[src/rtl/instr_stream_loader_if.sv]
// Interface bundling the loader's control, byte-stream and instruction-memory
// write signals.
// master: driver side (boot controller / UART RX / observer).
// slave: the loader itself.
interface instr_stream_loader_if #(
  parameter int ADDR_WIDTH = 10
);
  logic                  start;
  logic                  byte_valid;
  logic [7:0]            byte_data;
  logic                  byte_ready;
  logic                  imem_we;
  logic [ADDR_WIDTH-1:0] imem_addr;
  logic [31:0]           imem_wdata;
  logic [ADDR_WIDTH:0]   word_cnt;
  logic                  load_done;
  logic                  load_err;
  logic                  cpu_run;

  modport master (
    output start, byte_valid, byte_data,
    input  byte_ready, imem_we, imem_addr, imem_wdata,
           word_cnt, load_done, load_err, cpu_run
  );

  modport slave (
    input  start, byte_valid, byte_data,
    output byte_ready, imem_we, imem_addr, imem_wdata,
           word_cnt, load_done, load_err, cpu_run
  );
endinterface

[src/rtl/instr_stream_loader.sv]
// Boot-time program loader.
// Takes a byte stream made of a 4-byte little-endian word count N followed by
// N little-endian instruction words. It writes each word into instruction
// memory and releases the core (cpu_run) once the whole image has landed.
// Optional macro LOADER_CHECKSUM_EN adds a trailing XOR checksum byte, checked
// in state S_CHK.
module instr_stream_loader #(
  parameter int ADDR_WIDTH = 10
) (
  input  logic                 clk,
  input  logic                 rst,
  instr_stream_loader_if.slave bus
);

  localparam logic [32:0]         DEPTH   = 33'd1 << ADDR_WIDTH;
  localparam logic [ADDR_WIDTH:0] CNT_ONE = {{ADDR_WIDTH{1'b0}}, 1'b1};

  typedef enum logic [2:0] {
    S_IDLE,
    S_LEN,
    S_DATA,
    S_DONE,
    S_ERR
`ifdef LOADER_CHECKSUM_EN
    , S_CHK
`endif
  } state_t;

  state_t                state;
  logic [1:0]            lane;
  logic [23:0]           word_buf;
  logic [ADDR_WIDTH:0]   words_total;
  logic [ADDR_WIDTH:0]   words_rx;
  logic [7:0]            chk;
  logic                  imem_we;
  logic [ADDR_WIDTH-1:0] imem_addr;
  logic [31:0]           imem_wdata;
  logic [ADDR_WIDTH:0]   word_cnt;
  logic                  load_done;
  logic                  load_err;
  logic                  cpu_run;
  logic                  ready;

  // Byte acceptance depends on state only, so the sender never sees it
  // change with its own valid.
  always_comb begin
    ready = 1'b0;
    if (state == S_LEN || state == S_DATA) ready = 1'b1;
`ifdef LOADER_CHECKSUM_EN
    if (state == S_CHK) ready = 1'b1;
`endif
  end

  wire                        xfer       = bus.byte_valid && ready;
  wire                        last_lane  = (lane == 2'd3);
  wire [31:0]                 word       = {bus.byte_data, word_buf};
  wire [ADDR_WIDTH:0]         words_next = words_rx + CNT_ONE;

  // Where the session goes once the payload (or an empty header) is complete.
`ifdef LOADER_CHECKSUM_EN
  wire state_t payload_end = S_CHK;
`else
  wire state_t payload_end = S_DONE;
`endif

  // Session FSM plus byte assembly, memory write strobe and status outputs.
  always_ff @(posedge clk or posedge rst) begin
    if (rst) begin
      state       <= S_IDLE;
      lane        <= 2'd0;
      word_buf    <= '0;
      words_total <= '0;
      words_rx    <= '0;
      chk         <= 8'h00;
      imem_we     <= 1'b0;
      imem_addr   <= '0;
      imem_wdata  <= '0;
      word_cnt    <= '0;
      load_done   <= 1'b0;
      load_err    <= 1'b0;
      cpu_run     <= 1'b0;
    end else begin
      imem_we <= 1'b0;
      if (imem_we) word_cnt <= word_cnt + CNT_ONE;

      if (xfer) begin
        lane <= lane + 2'd1;
        case (lane)
          2'd0:    word_buf[7:0]   <= bus.byte_data;
          2'd1:    word_buf[15:8]  <= bus.byte_data;
          2'd2:    word_buf[23:16] <= bus.byte_data;
          default: ;
        endcase
      end

      case (state)
        S_IDLE, S_DONE, S_ERR: begin
          if (state == S_DONE) begin
            load_done <= 1'b1;
            cpu_run   <= 1'b1;
          end
          if (state == S_ERR) load_err <= 1'b1;
          if (bus.start) begin
            state     <= S_LEN;
            word_cnt  <= '0;
            load_done <= 1'b0;
            load_err  <= 1'b0;
            cpu_run   <= 1'b0;
            lane      <= 2'd0;
            words_rx  <= '0;
            chk       <= 8'h00;
          end
        end
        S_LEN: begin
          if (xfer && last_lane) begin
            if ({1'b0, word} > DEPTH) begin
              state <= S_ERR;
            end else if (word == 32'd0) begin
              state <= payload_end;
            end else begin
              words_total <= word[ADDR_WIDTH:0];
              state       <= S_DATA;
            end
          end
        end
        S_DATA: begin
          if (xfer) begin
            chk <= chk ^ bus.byte_data;
            if (last_lane) begin
              imem_we    <= 1'b1;
              imem_addr  <= words_rx[ADDR_WIDTH-1:0];
              imem_wdata <= word;
              words_rx   <= words_next;
              if (words_next == words_total) state <= payload_end;
            end
          end
        end
`ifdef LOADER_CHECKSUM_EN
        S_CHK: begin
          if (xfer) state <= (bus.byte_data == chk) ? S_DONE : S_ERR;
        end
`endif
        default: state <= S_IDLE;
      endcase
    end
  end

  assign bus.byte_ready = ready;
  assign bus.imem_we    = imem_we;
  assign bus.imem_addr  = imem_addr;
  assign bus.imem_wdata = imem_wdata;
  assign bus.word_cnt   = word_cnt;
  assign bus.load_done  = load_done;
  assign bus.load_err   = load_err;
  assign bus.cpu_run    = cpu_run;

endmodule
[src/flat_wrapper.sv]
// flat-port wrapper written by rule: the top's interface ports become plain ports
module instr_stream_loader_flat 
#(
  parameter int ADDR_WIDTH = 10
)
  (clk, rst, bus_start, bus_byte_valid, bus_byte_data, bus_byte_ready, bus_imem_we, bus_imem_addr, bus_imem_wdata, bus_word_cnt, bus_load_done, bus_load_err, bus_cpu_run);
  instr_stream_loader_if #(.ADDR_WIDTH(ADDR_WIDTH)) bus_i ();
  input  logic clk;
  input  logic rst;
  input wire logic [$bits(bus_i.start)-1:0] bus_start;
  input wire logic [$bits(bus_i.byte_valid)-1:0] bus_byte_valid;
  input wire logic [$bits(bus_i.byte_data)-1:0] bus_byte_data;
  output wire logic [$bits(bus_i.byte_ready)-1:0] bus_byte_ready;
  output wire logic [$bits(bus_i.imem_we)-1:0] bus_imem_we;
  output wire logic [$bits(bus_i.imem_addr)-1:0] bus_imem_addr;
  output wire logic [$bits(bus_i.imem_wdata)-1:0] bus_imem_wdata;
  output wire logic [$bits(bus_i.word_cnt)-1:0] bus_word_cnt;
  output wire logic [$bits(bus_i.load_done)-1:0] bus_load_done;
  output wire logic [$bits(bus_i.load_err)-1:0] bus_load_err;
  output wire logic [$bits(bus_i.cpu_run)-1:0] bus_cpu_run;
  assign bus_i.start = bus_start;
  assign bus_i.byte_valid = bus_byte_valid;
  assign bus_i.byte_data = bus_byte_data;
  assign bus_byte_ready = bus_i.byte_ready;
  assign bus_imem_we = bus_i.imem_we;
  assign bus_imem_addr = bus_i.imem_addr;
  assign bus_imem_wdata = bus_i.imem_wdata;
  assign bus_word_cnt = bus_i.word_cnt;
  assign bus_load_done = bus_i.load_done;
  assign bus_load_err = bus_i.load_err;
  assign bus_cpu_run = bus_i.cpu_run;
  instr_stream_loader #(.ADDR_WIDTH(ADDR_WIDTH)) u_core (.clk(clk), .rst(rst), .bus(bus_i));
endmodule
[config.mk]
export PLATFORM = sky130hd
export DESIGN_NAME = instr_stream_loader_flat
export DESIGN_NICKNAME = d
export VERILOG_FILES = /design/src/rtl/instr_stream_loader_if.sv /design/src/rtl/instr_stream_loader.sv /design/src/flat_wrapper.sv
export SDC_FILE = /design/constraint.sdc
export NUM_CORES = 1
export LEC_CHECK = 0
export ABC_AREA = 1
export CORE_MARGIN = 3
export CORE_UTILIZATION = 50
export DETAILED_ROUTE_END_ITERATION = 10
export GPL_ROUTABILITY_DRIVEN = 0
export PLACE_DENSITY = 0.74
export SYNTH_ARGS = -nofsm -noshare
export SYNTH_HDL_FRONTEND = slang
export SYNTH_SLANG_ARGS = --single-unit
[constraint.sdc]
create_clock -name clk -period 4.9 [get_ports clk]
set_input_delay 0.49 -clock clk [delete_from_list [all_inputs] [get_ports clk]]
set_output_delay 0.49 -clock clk [all_outputs]
set_load 0.01 [all_outputs]
==> reports/metrics.csv <==
stage,metric,value,unit
outcome,status,"complete, no violations",
cells_and_area,design area,5810,sq um
floorplan,Row Count,35,
pwr,clock power share,29.5,%
timing,"Setup violations, final",0,
timing,Final Hold Slack,486,ps
cells_and_area,layout cells sized above 1,5.14,%
worst_setup_path,reg2reg end,u_core.words_total[0],
clocking,CTS tree,yes,
timing,Worst-Margin Slew,879,ps
grt,largest net degree at the start of global routing,76,
worst_setup_path,"critical path, cell by cell","clkdlybuf4s50_1, nand2_1, nor2_1, inv_2, buf_4, o22ai_1",
worst_setup_path,Worst Setup End Kind,flop,
pwr,Pint,0.00141,W
timing,final hold vios,0,
synth,Yosys cell types,26,
cells_and_area,Layout area overhead,21.1,%
synth,Avg Inst Size Synth,8.35,sq um
timing,RSZ-0062 raised after global routing,no,
drt,vias after detailed routing,3931,
worst_hold_path,hold path start,u_core.bus.imem_wdata[6],
drt,DR pass1 iterations,5,
worst_setup_path,CP max-delay cell,nor2_1,
timing,relative slew slack,41.4,%
synth,main area contributors after synthesis,"dfrtp_1 (56%), nand2_1 (14%), o21ai_0 (7.2%)",
floorplan,Core Region,9280,sq um
placement,Placement Cell Area,5580,sq um
grt,Global Route Usage Sum,20.3,%
clocking,post-CTS setup buffer count,0,
synth,Post-synth ARST share,100,%
clocking,CTS H-Tree Depth,3,
timing,final worst-path cycle share,52.3,%
pwr,Switching Fraction,31.4,%
pwr,NetSw,0.000646,W
pwr,Cell Pwr Density,355,nW/um^2
timing,PnR worst setup slack,2340,ps
grt,first-pass GRT wire length,18100,um
grt,antenna violations before repair,0,
worst_hold_path,Hold EP,u_core.bus.imem_wdata[6],
cells_and_area,post-route insts no fill,771,
run,max cap viols,0,
synth,Post-synth top cells,"nand2_1 (183), dfrtp_1 (107), o21ai_0 (69)",
placement,worst slack at placement,1960,ps
pwr,Combinational Power Share,17.6,%
synth,Syn Nets,592,
worst_setup_path,Max stage delay on crit path,670,ps
clocking,# resized after CTS,0,
clocking,CTS Hold Buffers Added,0,
worst_setup_path,internal reg-to-reg setup slack,2340,ps
worst_setup_path,Critical Path RT,5180,ps
worst_hold_path,hold path depth,2,
floorplan,Die X-Extent,104,um
clocking,Clock Sink Count,107,
pwr,Peak VDD IR,0.212,mV
synth,synth warn,0,
clocking,CTS Buf Count,9,
placement,Cells after DPL,755,
pwr,P_leak,2.76,nW
synth,leading area contributor after synthesis,dfrtp_1,
timing,Clock Skew,21.1,ps
timing,FMAX,390,MHz
synth,Post-Synthesis Cells,574,
clocking,Clock Pin Slew Worst Setup and Hold Paths,110,ps
synth,top-count cell post-synth,nand2_1,
drt,Final Routed Wirelength,10400,um
worst_setup_path,nature of the critical path startpoint,input port,
worst_setup_path,CP Max Fanout,45,
grt,number of global-route vias before repair,3784,
floorplan,# IOs,70,
timing,final setup TNS,0,ps
floorplan,Initial Util,51.6,%
synth,Synth Flop Type,dfrtp_1,
drt,Vias per Instance,5.10,
worst_hold_path,Hold WC Path Type,reg -> reg,
pwr,Reg power frac,52.9,%
floorplan,Die Y,104,um
clocking,"Clk Latency, worst-skew pair",370,ps
worst_setup_path,reg2reg path depth,8,
placement,port bufs,69,
synth,sequential area share after synthesis,55.8,%
worst_setup_path,FF-to-FF Start,u_core.word_buf[3],
synth,Post-synth EDFFs,0,
placement,dpl hpwl,7560,um
timing,max-slew violations,0,
drt,1st-iter DRT viols,165,
drt,DRC,0,
grt,GR Overflow Total,0,
drt,WL/cell,13.5,um
cells_and_area,Layout Nets,655,
cells_and_area,antenna cell count,0,
synth,Mapped Area,4790,sq um
clocking,CTS Buffer Depth,2,
synth,Yosys top cell area share,55.8,%
synth,Yosys reg bits,107,
timing,Period minus WS final,2560,ps
worst_setup_path,CP Class,in -> reg,
clocking,root buffer cell,clkbuf_8,
drt,antenna violation net count after detailed routing,0,
floorplan,die area,10800,sq um
worst_setup_path,crit path DAT,2840,ps
## per-layer routing
metal | GRT usage, % | vias to the layer above | share of wire, % | routed length (um)
met1 | 27.3 | 1826 | 45 | 4690
met5 | 0 | - | 0 | 0
met2 | 33.1 | 118 | 48 | 4970
met3 | 4.84 | 19 | 5.5 | 578
met4 | 5.79 | 0 | 2.0 | 206
li1 | - | 1968 | - | -
## sequential cells by signal, indices dropped and copies added (netlist names)
signal	flops
u_core.lane	2
u_core.bus.imem_wdata	32
u_core.bus.load_done	1
u_core.bus.imem_we	1
u_core.state	3
u_core.bus.word_cnt	11
u_core.words_rx	11
u_core.bus.imem_addr	10
u_core.words_total	11
u_core.bus.load_err	1
u_core.word_buf	24
## worst max path at each step
| stage | from | to | slack (ps) | cells past startpoint |
|---|---|---|---|---|
| CTS | bus_byte_data[5] | u_core.words_total[0] | 2350 | 9 |
| finish | bus_byte_valid | u_core.words_rx[6] | 2340 | 6 |
| global placement | bus_byte_valid | u_core.bus.imem_wdata[18] | 1980 | 7 |
| detailed placement | bus_byte_valid | u_core.bus.imem_wdata[16] | 1960 | 7 |
| floorplan | rst | u_core.bus.imem_addr[0] | 1590 | 1 |
| global route | u_core.word_buf[5] | u_core.words_total[3] | 1900 | 8 |
## logic make-up (layout without fill, tap and decap cells)
group                    after synthesis  count (layout)  synth area share [%]
AO/OA/AOI/OAI                         90              90                  9.66
XOR/XNOR                               4               4                 0.731
adder cells (fa/ha/maj)                6               6                  1.57
buffers and inverters                 86             154                  7.07
flip-flops                           107             107                  55.8
AND/OR/NAND/NOR                      281             281                  25.1
## metrics by stage
stage,total power (W),util (%)
3_3_place_gp,0.00145,60.1
4_1_cts,0.00208,62.5
2_1_floorplan,0.00134,-
5_1_grt,0.00219,62.5
3_5_place_dp,0.00147,60.1
6_report,0.00206,62.5
## power by group through the flow
stage	Combinational, W	Clock (W)	Sequential, W
floorplan	0.000269	0	0.00107
global route	0.000430	0.000656	0.00110
CTS	0.000368	0.000623	0.00109
global placement	0.000350	0	0.00110
finish	0.000363	0.000608	0.00109
detailed placement	0.000365	0	0.00110
## area by class of cell
cell class                 count  area (sq um)
inverter                      67           254
clock buffer                   9           124
fill                         850          3480
tap                          129           161
sequential                   107          2680
multi-input combinational    381          1780
timing repair buffer          71           706
clock inverter                 7           105
## cells in the final DEF (no fill, tap or decap), drive strengths merged, types with 2 or more instances in the layout
| master | netlist | layout |
|---|---|---|
| xnor2 | 2 | 2 |
| a21oi | 11 | 11 |
| nor2 | 34 | 34 |
| nand3b | 3 | 3 |
| nand3 | 32 | 32 |
| ha | 6 | 6 |
| clkbuf | 6 | 9 |
| bufinv | 0 | 2 |
| buf | 13 | 2 |
| xor2 | 2 | 2 |
| o21ai | 70 | 70 |
| nand2 | 188 | 188 |
| dfrtp | 107 | 107 |
| nand4 | 20 | 20 |
| clkdlybuf4s50 | 0 | 69 |
| inv | 67 | 71 |
| nor3 | 3 | 3 |
| o22ai | 8 | 8 |
## critical path, delay by kind of cell
kind	cells	cell delay, ps
buffers and inverters	3	1380
AOI/OAI and AO/OA	1	220
and+or+nand+nor	2	750
Note: power is estimated with default switching activity, not from simulation.
